--- src/rtl/wreg_load_ctrl.sv ---
// rtl/wreg_load_ctrl.sv - weight register bank load sequencer
//
// Accepts a row-major serial weight stream (one INWD-bit word per beat,
// valid/ready), assembles it into a DIM_OUT x DIM_IN staging array and
// commits the whole array into the weight register with a one-cycle
// enable once the compute datapath is idle.
//
// Ports:
//   clk, rst_n   clock, asynchronous active-low reset
//   load_start   pulse: begin a load (IDLE only)
//   load_abort   pulse: cancel a load in LOAD / WAIT_COMMIT
//   w_valid/w_ready/w_data   weight word stream
//   comp_busy    compute datapath is mid-inference
//   wreg_en      weight register enable (one cycle, COMMIT)
//   wreg_in      packed [DIM_OUT-1:0][DIM_IN-1:0][INWD-1:0] staging array
//   wgt_valid    committed weights are usable
//   load_done    one-cycle pulse when the commit occurs
//   busy         controller is not in IDLE
module wreg_load_ctrl #(
    parameter int DIM_OUT = 4,
    parameter int DIM_IN  = 4,
    parameter int INWD    = 8
) (
    input  logic                            clk,
    input  logic                            rst_n,
    input  logic                            load_start,
    input  logic                            load_abort,
    input  logic                            w_valid,
    output logic                            w_ready,
    input  logic [INWD-1:0]                 w_data,
    input  logic                            comp_busy,
    output logic                            wreg_en,
    output logic [DIM_OUT*DIM_IN*INWD-1:0]  wreg_in,
    output logic                            wgt_valid,
    output logic                            load_done,
    output logic                            busy
);

    localparam int RW = (DIM_OUT > 1) ? $clog2(DIM_OUT) : 1;
    localparam int CW = (DIM_IN > 1) ? $clog2(DIM_IN) : 1;
    localparam logic [RW-1:0] ROW_LAST = RW'(DIM_OUT - 1);
    localparam logic [CW-1:0] COL_LAST = CW'(DIM_IN - 1);

    typedef enum logic [1:0] {
        IDLE        = 2'd0,
        LOAD        = 2'd1,
        WAIT_COMMIT = 2'd2,
        COMMIT      = 2'd3
    } state_t;

    state_t                                    state_q, state_d;
    logic [RW-1:0]                             row_cnt_q, row_cnt_d;
    logic [CW-1:0]                             col_cnt_q, col_cnt_d;
    logic [DIM_OUT-1:0][DIM_IN-1:0][INWD-1:0]  stage_q, stage_d;
    logic                                      wgt_valid_q, wgt_valid_d;

    logic beat;
    logic last_beat;

    assign beat      = (state_q == LOAD) && w_valid;
    assign last_beat = beat && (row_cnt_q == ROW_LAST) && (col_cnt_q == COL_LAST);

    always_comb begin
        state_d     = state_q;
        row_cnt_d   = row_cnt_q;
        col_cnt_d   = col_cnt_q;
        stage_d     = stage_q;
        wgt_valid_d = wgt_valid_q;

        // A beat is always written, even when an abort coincides with it;
        // aborted staging contents are overwritten by the next load.
        if (beat) begin
            stage_d[row_cnt_q][col_cnt_q] = w_data;
        end

        unique case (state_q)
            IDLE: begin
                if (load_start) begin
                    state_d   = LOAD;
                    row_cnt_d = '0;
                    col_cnt_d = '0;
                end
            end
            LOAD: begin
                if (load_abort) begin
                    state_d   = IDLE;
                    row_cnt_d = '0;
                    col_cnt_d = '0;
                end else if (last_beat) begin
                    state_d   = comp_busy ? WAIT_COMMIT : COMMIT;
                    row_cnt_d = '0;
                    col_cnt_d = '0;
                end else if (beat) begin
                    if (col_cnt_q == COL_LAST) begin
                        col_cnt_d = '0;
                        row_cnt_d = row_cnt_q + 1'b1;
                    end else begin
                        col_cnt_d = col_cnt_q + 1'b1;
                    end
                end
            end
            WAIT_COMMIT: begin
                if (load_abort) begin
                    state_d = IDLE;
                end else if (!comp_busy) begin
                    state_d = COMMIT;
                end
            end
            COMMIT: begin
                state_d = IDLE;
            end
            default: state_d = IDLE;
        endcase

        // Weights are invalid only while the register is being rewritten.
        if (state_q == COMMIT) begin
            wgt_valid_d = 1'b1;
        end else if (state_d == COMMIT) begin
            wgt_valid_d = 1'b0;
        end
    end

    always_ff @(posedge clk or negedge rst_n) begin
        if (!rst_n) begin
            state_q     <= IDLE;
            row_cnt_q   <= '0;
            col_cnt_q   <= '0;
            stage_q     <= '0;
            wgt_valid_q <= 1'b0;
        end else begin
            state_q     <= state_d;
            row_cnt_q   <= row_cnt_d;
            col_cnt_q   <= col_cnt_d;
            stage_q     <= stage_d;
            wgt_valid_q <= wgt_valid_d;
        end
    end

    // Decoded straight from the state flop so an async reset drops the
    // enable immediately and no partial commit can reach the register.
    assign wreg_en   = (state_q == COMMIT);
    assign load_done = (state_q == COMMIT);
    assign w_ready   = (state_q == LOAD);
    assign busy      = (state_q != IDLE);
    assign wgt_valid = wgt_valid_q;
    assign wreg_in   = stage_q;

endmodule

--- config.mk ---
export PLATFORM = sky130hd
export DESIGN_NAME = wreg_load_ctrl
export DESIGN_NICKNAME = d
export VERILOG_FILES = /design/src/rtl/wreg_load_ctrl.sv
export SDC_FILE = /design/constraint.sdc
export NUM_CORES = 1
export LEC_CHECK = 0
export CELL_PAD_IN_SITES_DETAIL_PLACEMENT = 2
export CELL_PAD_IN_SITES_GLOBAL_PLACEMENT = 2
export CORE_MARGIN = 2
export CORE_UTILIZATION = 30
export CTS_CLUSTER_DIAMETER = 40
export CTS_CLUSTER_SIZE = 14
export DETAILED_ROUTE_END_ITERATION = 6
export GPL_TIMING_DRIVEN = 0
export PLACE_DENSITY_LB_ADDON = 0.1
export SLEW_MARGIN = 20
export SYNTH_ARGS = -nofsm -noshare
export SYNTH_HDL_FRONTEND = slang
export SYNTH_SLANG_ARGS = --single-unit
--- constraint.sdc ---
create_clock -name clk -period 4.4 [get_ports clk]
set_input_delay 1.32 -clock clk [delete_from_list [all_inputs] [get_ports clk]]
set_output_delay 1.32 -clock clk [all_outputs]
set_load 0.02 [all_outputs]
Yosys cells after proc, flatten, opt, wreduce, memory -nomap -nowiden:

Index checks and enable logic that the tools add are counted.

* output and inout bits: 133
* bits of input ports: 14
* bits in registers: 135

* reductions and logical operators: 11
* eq/ne operators: 9
* add/sub/neg operators: 2
* magnitude comparators: 4
* mux-type cells: 25

Operators by type and width (number)
* 128-bit bitwise mux: 1
* 32-bit demux with 2-bit select: 1
* 32-bit 2-to-1 mux: 1
* 2-bit 2-to-1 mux: 14
* 8-bit demux with 2-bit select: 1
* 2-bit == test (second input constant): 5
* 8-bit 2-to-1 mux: 1
* 4-bit by 2-bit inequality test with 1-bit output (second input constant): 2
* 2-bit case mux with 2 select lines: 2
* 2-bit case mux with 4 select lines: 1
* 2-bit by 3-bit < comparator with 1-bit output (second input constant): 2
* 2-bit nonzero test: 3
* 1-bit logical AND: 5
* 2-bit by 1-bit adder with 2-bit output (second input constant): 2
* 2-bit by 1-bit greater-or-equal comparator with 1-bit output (second input constant): 2
* 4-bit AND reduction: 1
* 1-bit 2-to-1 mux: 3
* 3-bit AND reduction: 1
* 2-bit by 1-bit == test with 1-bit output (second input constant): 1
* 2-bit zero test: 1
* 2-bit inequality test (second input constant): 1

Logic depth before layout (Yosys ltp):

Gate-level depths: netlist of run 1.

* word-level depth: 10
* mapped depth: 6
* depth with buffers taken out: 5

Worst setup path after synthesis of run 1:

No wires, ideal clock.

* kind: flip-flop to output port
* start: register state_q[1]
* end: output wreg_en
* buffers on the path: 2
* slack: 2.072 ns
* arrival time: 1.008 ns
* cell stages (with the launch flop): 4
* cells stage by stage: dfrtp_1 > clkbuf_2 > and2_1 > buf_4

* cells in the longest elaborated chain, start to end: 1

RTL lines
* start, declared: line 51 `state_t state_q, state_d;`
* start signal, assigned: line 131 `state_q <= state_d;`
* 2-bit == test
* end, declared: line 32 `output logic wreg_en,`

No other way between the ends.

Worst setup path after layout of run 1:

* start: register state_q[1]
* end: output wreg_en

* cells in the longest elaborated chain, start to end: 1

RTL lines
* 2-bit == test: line 141 `assign wreg_en = (state_q == COMMIT);`

No other way between the ends.

==> summary.md, run 1 <==
| Metric | Value |
|---|---|
| Setup repair after global routing missed its margin | `no` |
| Result of the run | `complete, no violations` |
| Vias in the first global route | `3957` |
| Data arrival time of the critical path | `1.93 ns` |
| Clock Path Buffers | `2` |
| Worst path required time | `3.08 ns` |
| TritonCTS clock tree | `built` |
| Gr usage total | `17.4%` |
| Sum of overflow across all layers after global routing | `0` |
| Share of the yosys chip area belonging to registers | `62.8%` |
| Synthesized area | `5380 um2` |
| DIE WIDTH | `138 um` |
| Worst-Margin Slew | `0.721 ns` |
| Chain of cells forming the critical path | `clkbuf_2, and2_1, buf_4, clkdlybuf4s50_1` |
| Routed Antenna Nets | `0` |
| CP peak stage delay | `0.58 ns` |
| Startpoint types | `register` |
| Number of max-slew violations in the final report | `0` |
| Sum Neg Setup Slack | `0 ns` |
| Worst Clk Skew | `0.00556 ns` |
| Number of remaining DRC errors | `0` |
| Initial detailed-routing violation count | `114` |
| Endpoints failing setup | `0` |
| Worst IR drop on VDD | `0.000264 V` |
| Critical setup path kind | `register to primary output` |
| Placement-stage cell area | `7150 um2` |
| Total clock sinks | `135` |
| Number of max-cap violations | `0` |
| Layout-stage area growth over the synthesis result | `43.9%` |
| Max transition margin | `51.9%` |
| Pin count of the biggest net entering global routing | `83` |
| Endpoint kind of the worst setup timing path | `primary output` |
| Crit path buffers/inverters | `3` |
| Flip-flop and latch count after synthesis | `135` |
| Detail-routed net length per standard cell | `20.7 um` |
| Worst skew pair latency | `0.42 ns` |
| Final weighted congestion of routability-driven global placement | `0.706` |
| Peak fanout along the critical path | `10` |
| Slowest CP cell | `sky130_fd_sc_hd__clkdlybuf4s50_1` |
| Total CTS buffers | `17` |
| Clock transition at the register clock pins on the worst setup and hold paths after CTS | `0.06 ns` |
| Final period utilization | `73.9%` |
| Leakage power | `3.55 nW` |
| Vias per cell | `4.67` |
| Count of mapped cells out of synthesis | `338` |
| Worst Hold Class | `register to register` |
| Yosys warnings | `0` |
| Total core area | `17400 um2` |
| Number of nets in the synthesized netlist | `361` |
| Root Driver | `sky130_fd_sc_hd__clkbuf_16` |
| Count of buffers added by post-CTS timing repair for setup | `0` |
| Site Rows | `48` |
| Family with the most delay on the worst path | `buffers and inverters` |
| Die ar. | `19000 um2` |
| Drt total wl | `15300 um` |
| HPWL after DPL | `10700 um` |
| IO buf count | `146` |
| Detailed-routing iteration count for the pre-antenna-repair pass | `4` |
| Die boundary height | `138 um` |
| PD cells | `450 nW/um2` |
| Via count | `3460` |
| Number of antenna violations at the first check in global routing | `0` |
| Max frequency | `0.308 GHz` |
| Average footprint of a synthesized cell | `15.9 um2` |
| Fin. Hold Viols | `0` |
| Count of cell types in the netlist | `29` |
| H-tree level count | `4` |
| Total I/O pin count | `147` |
| Initial core utilization | `30.9%` |
| Post-layout net count | `527` |
| Fin area | `7740 um2` |
| Post-cts hold buffer count | `0` |
| Global-route wire length before repair | `23900 um` |
| Final min period | `3.25 ns` |
| Share of post-route cells with drive strength above 1 | `34.5%` |
| Number of gates given a new drive strength after cts | `0` |
| Antenna Cells | `0` |
-- cells by family after synthesis --
logic type / after synthesis / synth area share [%]
mux: 128 / 26.8
compound gates: 11 / 1.35
buf+inv: 18 / 1.42
flops: 135 / 62.8
fa+ha+maj: 9 / 2.10
simple gates: 37 / 5.47
-- path summary, 6_finish.rpt --
check	start	end	slack, ns	cells past startpoint
max in group asynchronous	rst_n	wreg_in[80]	2.82	2
min in group asynchronous	rst_n	wreg_in[90]	0.81	1
worst min-delay path	wreg_in[23]	wreg_in[23]	0.50	1
worst min register to register	wreg_in[23]	wreg_in[23]	0.50	1
worst max-delay path	state_q[1]	wreg_en	1.15	4
worst max register to register	row_cnt_q[0]	wreg_in[18]	2.53	5
-- flip-flops by register name (all words and copies together), names as in the netlist --
register and flops:
wreg_in 128, col_cnt_q 2, row_cnt_q 2, state_q 2, wgt_valid 1
-- cell usage in the layout, fill, tap and decap left out, types with 2 or more instances in the layout --
master                            count
sky130_fd_sc_hd__a21oi_1              3
sky130_fd_sc_hd__a2bb2oi_1            2
sky130_fd_sc_hd__a32o_1               2
sky130_fd_sc_hd__and2_1               2
sky130_fd_sc_hd__and3_1               2
sky130_fd_sc_hd__buf_2                2
sky130_fd_sc_hd__bufinv_16            2
sky130_fd_sc_hd__clkbuf_1            11
sky130_fd_sc_hd__clkbuf_16           17
sky130_fd_sc_hd__clkbuf_2             2
sky130_fd_sc_hd__clkbuf_8             4
sky130_fd_sc_hd__clkdlybuf4s50_1    145
sky130_fd_sc_hd__clkinv_2             2
sky130_fd_sc_hd__clkinvlp_4           2
sky130_fd_sc_hd__dfrtp_1            135
sky130_fd_sc_hd__ha_1                 9
sky130_fd_sc_hd__inv_1                5
sky130_fd_sc_hd__mux2_1               4
sky130_fd_sc_hd__mux2_2             124
sky130_fd_sc_hd__nand2_1              2
sky130_fd_sc_hd__nand2_2              4
sky130_fd_sc_hd__nand2b_1             5
sky130_fd_sc_hd__nand2b_2             3
sky130_fd_sc_hd__nand3_1              3
sky130_fd_sc_hd__nor2_4               9
sky130_fd_sc_hd__o21ai_0              3
-- metrics by stage --
stage	hold slack (ns)	power, W	util [%]	instances	worst slack (ns)
global route	0.521	0.00363	44.4	741	1.02
floorplan	0.516	0.00174	-	338	2.07
CTS	0.508	0.00354	44.4	741	1.10
detailed placement	0.494	0.00210	41.1	710	1.16
finish	0.499	0.00348	44.4	741	1.15
global placement	0.482	0.00208	40.9	709	-3.52
-- Yosys cell counts --
master                      instances  area (um2)
sky130_fd_sc_hd__buf_4              1        7.51
sky130_fd_sc_hd__o21ai_1            1        5.00
sky130_fd_sc_hd__and2_1             2        12.5
sky130_fd_sc_hd__o21ai_0            3        15.0
sky130_fd_sc_hd__dfrtp_1          135        3380
sky130_fd_sc_hd__inv_1              5        18.8
sky130_fd_sc_hd__and3_1             2        12.5
sky130_fd_sc_hd__and4_1             1        8.76
sky130_fd_sc_hd__a2bb2oi_1          2        17.5
sky130_fd_sc_hd__nand2b_1           5        31.3
sky130_fd_sc_hd__nor2_4             9         101
sky130_fd_sc_hd__nand2b_2           3        26.3
sky130_fd_sc_hd__a32o_1             2        20.0
sky130_fd_sc_hd__nand3_1            3        15.0
sky130_fd_sc_hd__clkbuf_2           2        10.0
sky130_fd_sc_hd__nand2_1            2        7.51
sky130_fd_sc_hd__buf_2              2        10.0
sky130_fd_sc_hd__mux2_1             4        45.0
sky130_fd_sc_hd__a21oi_1            3        15.0
sky130_fd_sc_hd__ha_1               9         113
sky130_fd_sc_hd__nand2_2            4        25.0
sky130_fd_sc_hd__or2_2              1        6.26
sky130_fd_sc_hd__mux2_2           124        1400
sky130_fd_sc_hd__clkbuf_1           8        30.0
sky130_fd_sc_hd__nor2b_4            1        13.8
sky130_fd_sc_hd__nor3_1             1        5.00
sky130_fd_sc_hd__nor4bb_1           1        10.0
sky130_fd_sc_hd__nand3_2            1        10.0
sky130_fd_sc_hd__nand4b_1           1        8.76
-- metal layers --
layer	track usage, %	vias to the layer above	share of wire (%)
met5	0	-	0
met4	5.44	0	1.4
met3	6.40	20	6.1
met2	28.7	89	51
met1	21.2	1830	41
li1	-	1521	-
-- power by group --
part	internal (W)	switching, W
Combinational	0.000310	0.000328
Clock	0.000890	0.000521
Sequential	0.00136	0.0000675
Total	0.00256	0.000917
-- area by class of cell --
class	instances	area [um2]
clock inverter	7	93.8
sequential	135	3380
multi-input combinational	185	1920
timing repair buffer	147	1490
clock buffer	24	492
buffer	13	57.6
tap	225	282
inverter	5	18.8
fill	1706	9680
Note: power is estimated with default switching activity, not from simulation.
==> inputs of run 2 (changes only) <==
clock period = 3.3 ns   (was 4.4 ns; I/O delays follow)
==> results of run 2 <==
The final DEF is identical to that of run 1. Status: complete, no violations.
Among the figures that moved: setup slack after placement 1.16 ns -> 0.388 ns; setup slack after layout 1.15 ns -> 0.379 ns; hold slack 0.499 ns -> 0.484 ns; register-to-register setup slack 2.53 ns -> 1.43 ns; total power 0.00348 W -> 0.00464 W; worst IR drop on VDD 0.000264 V -> 0.000352 V
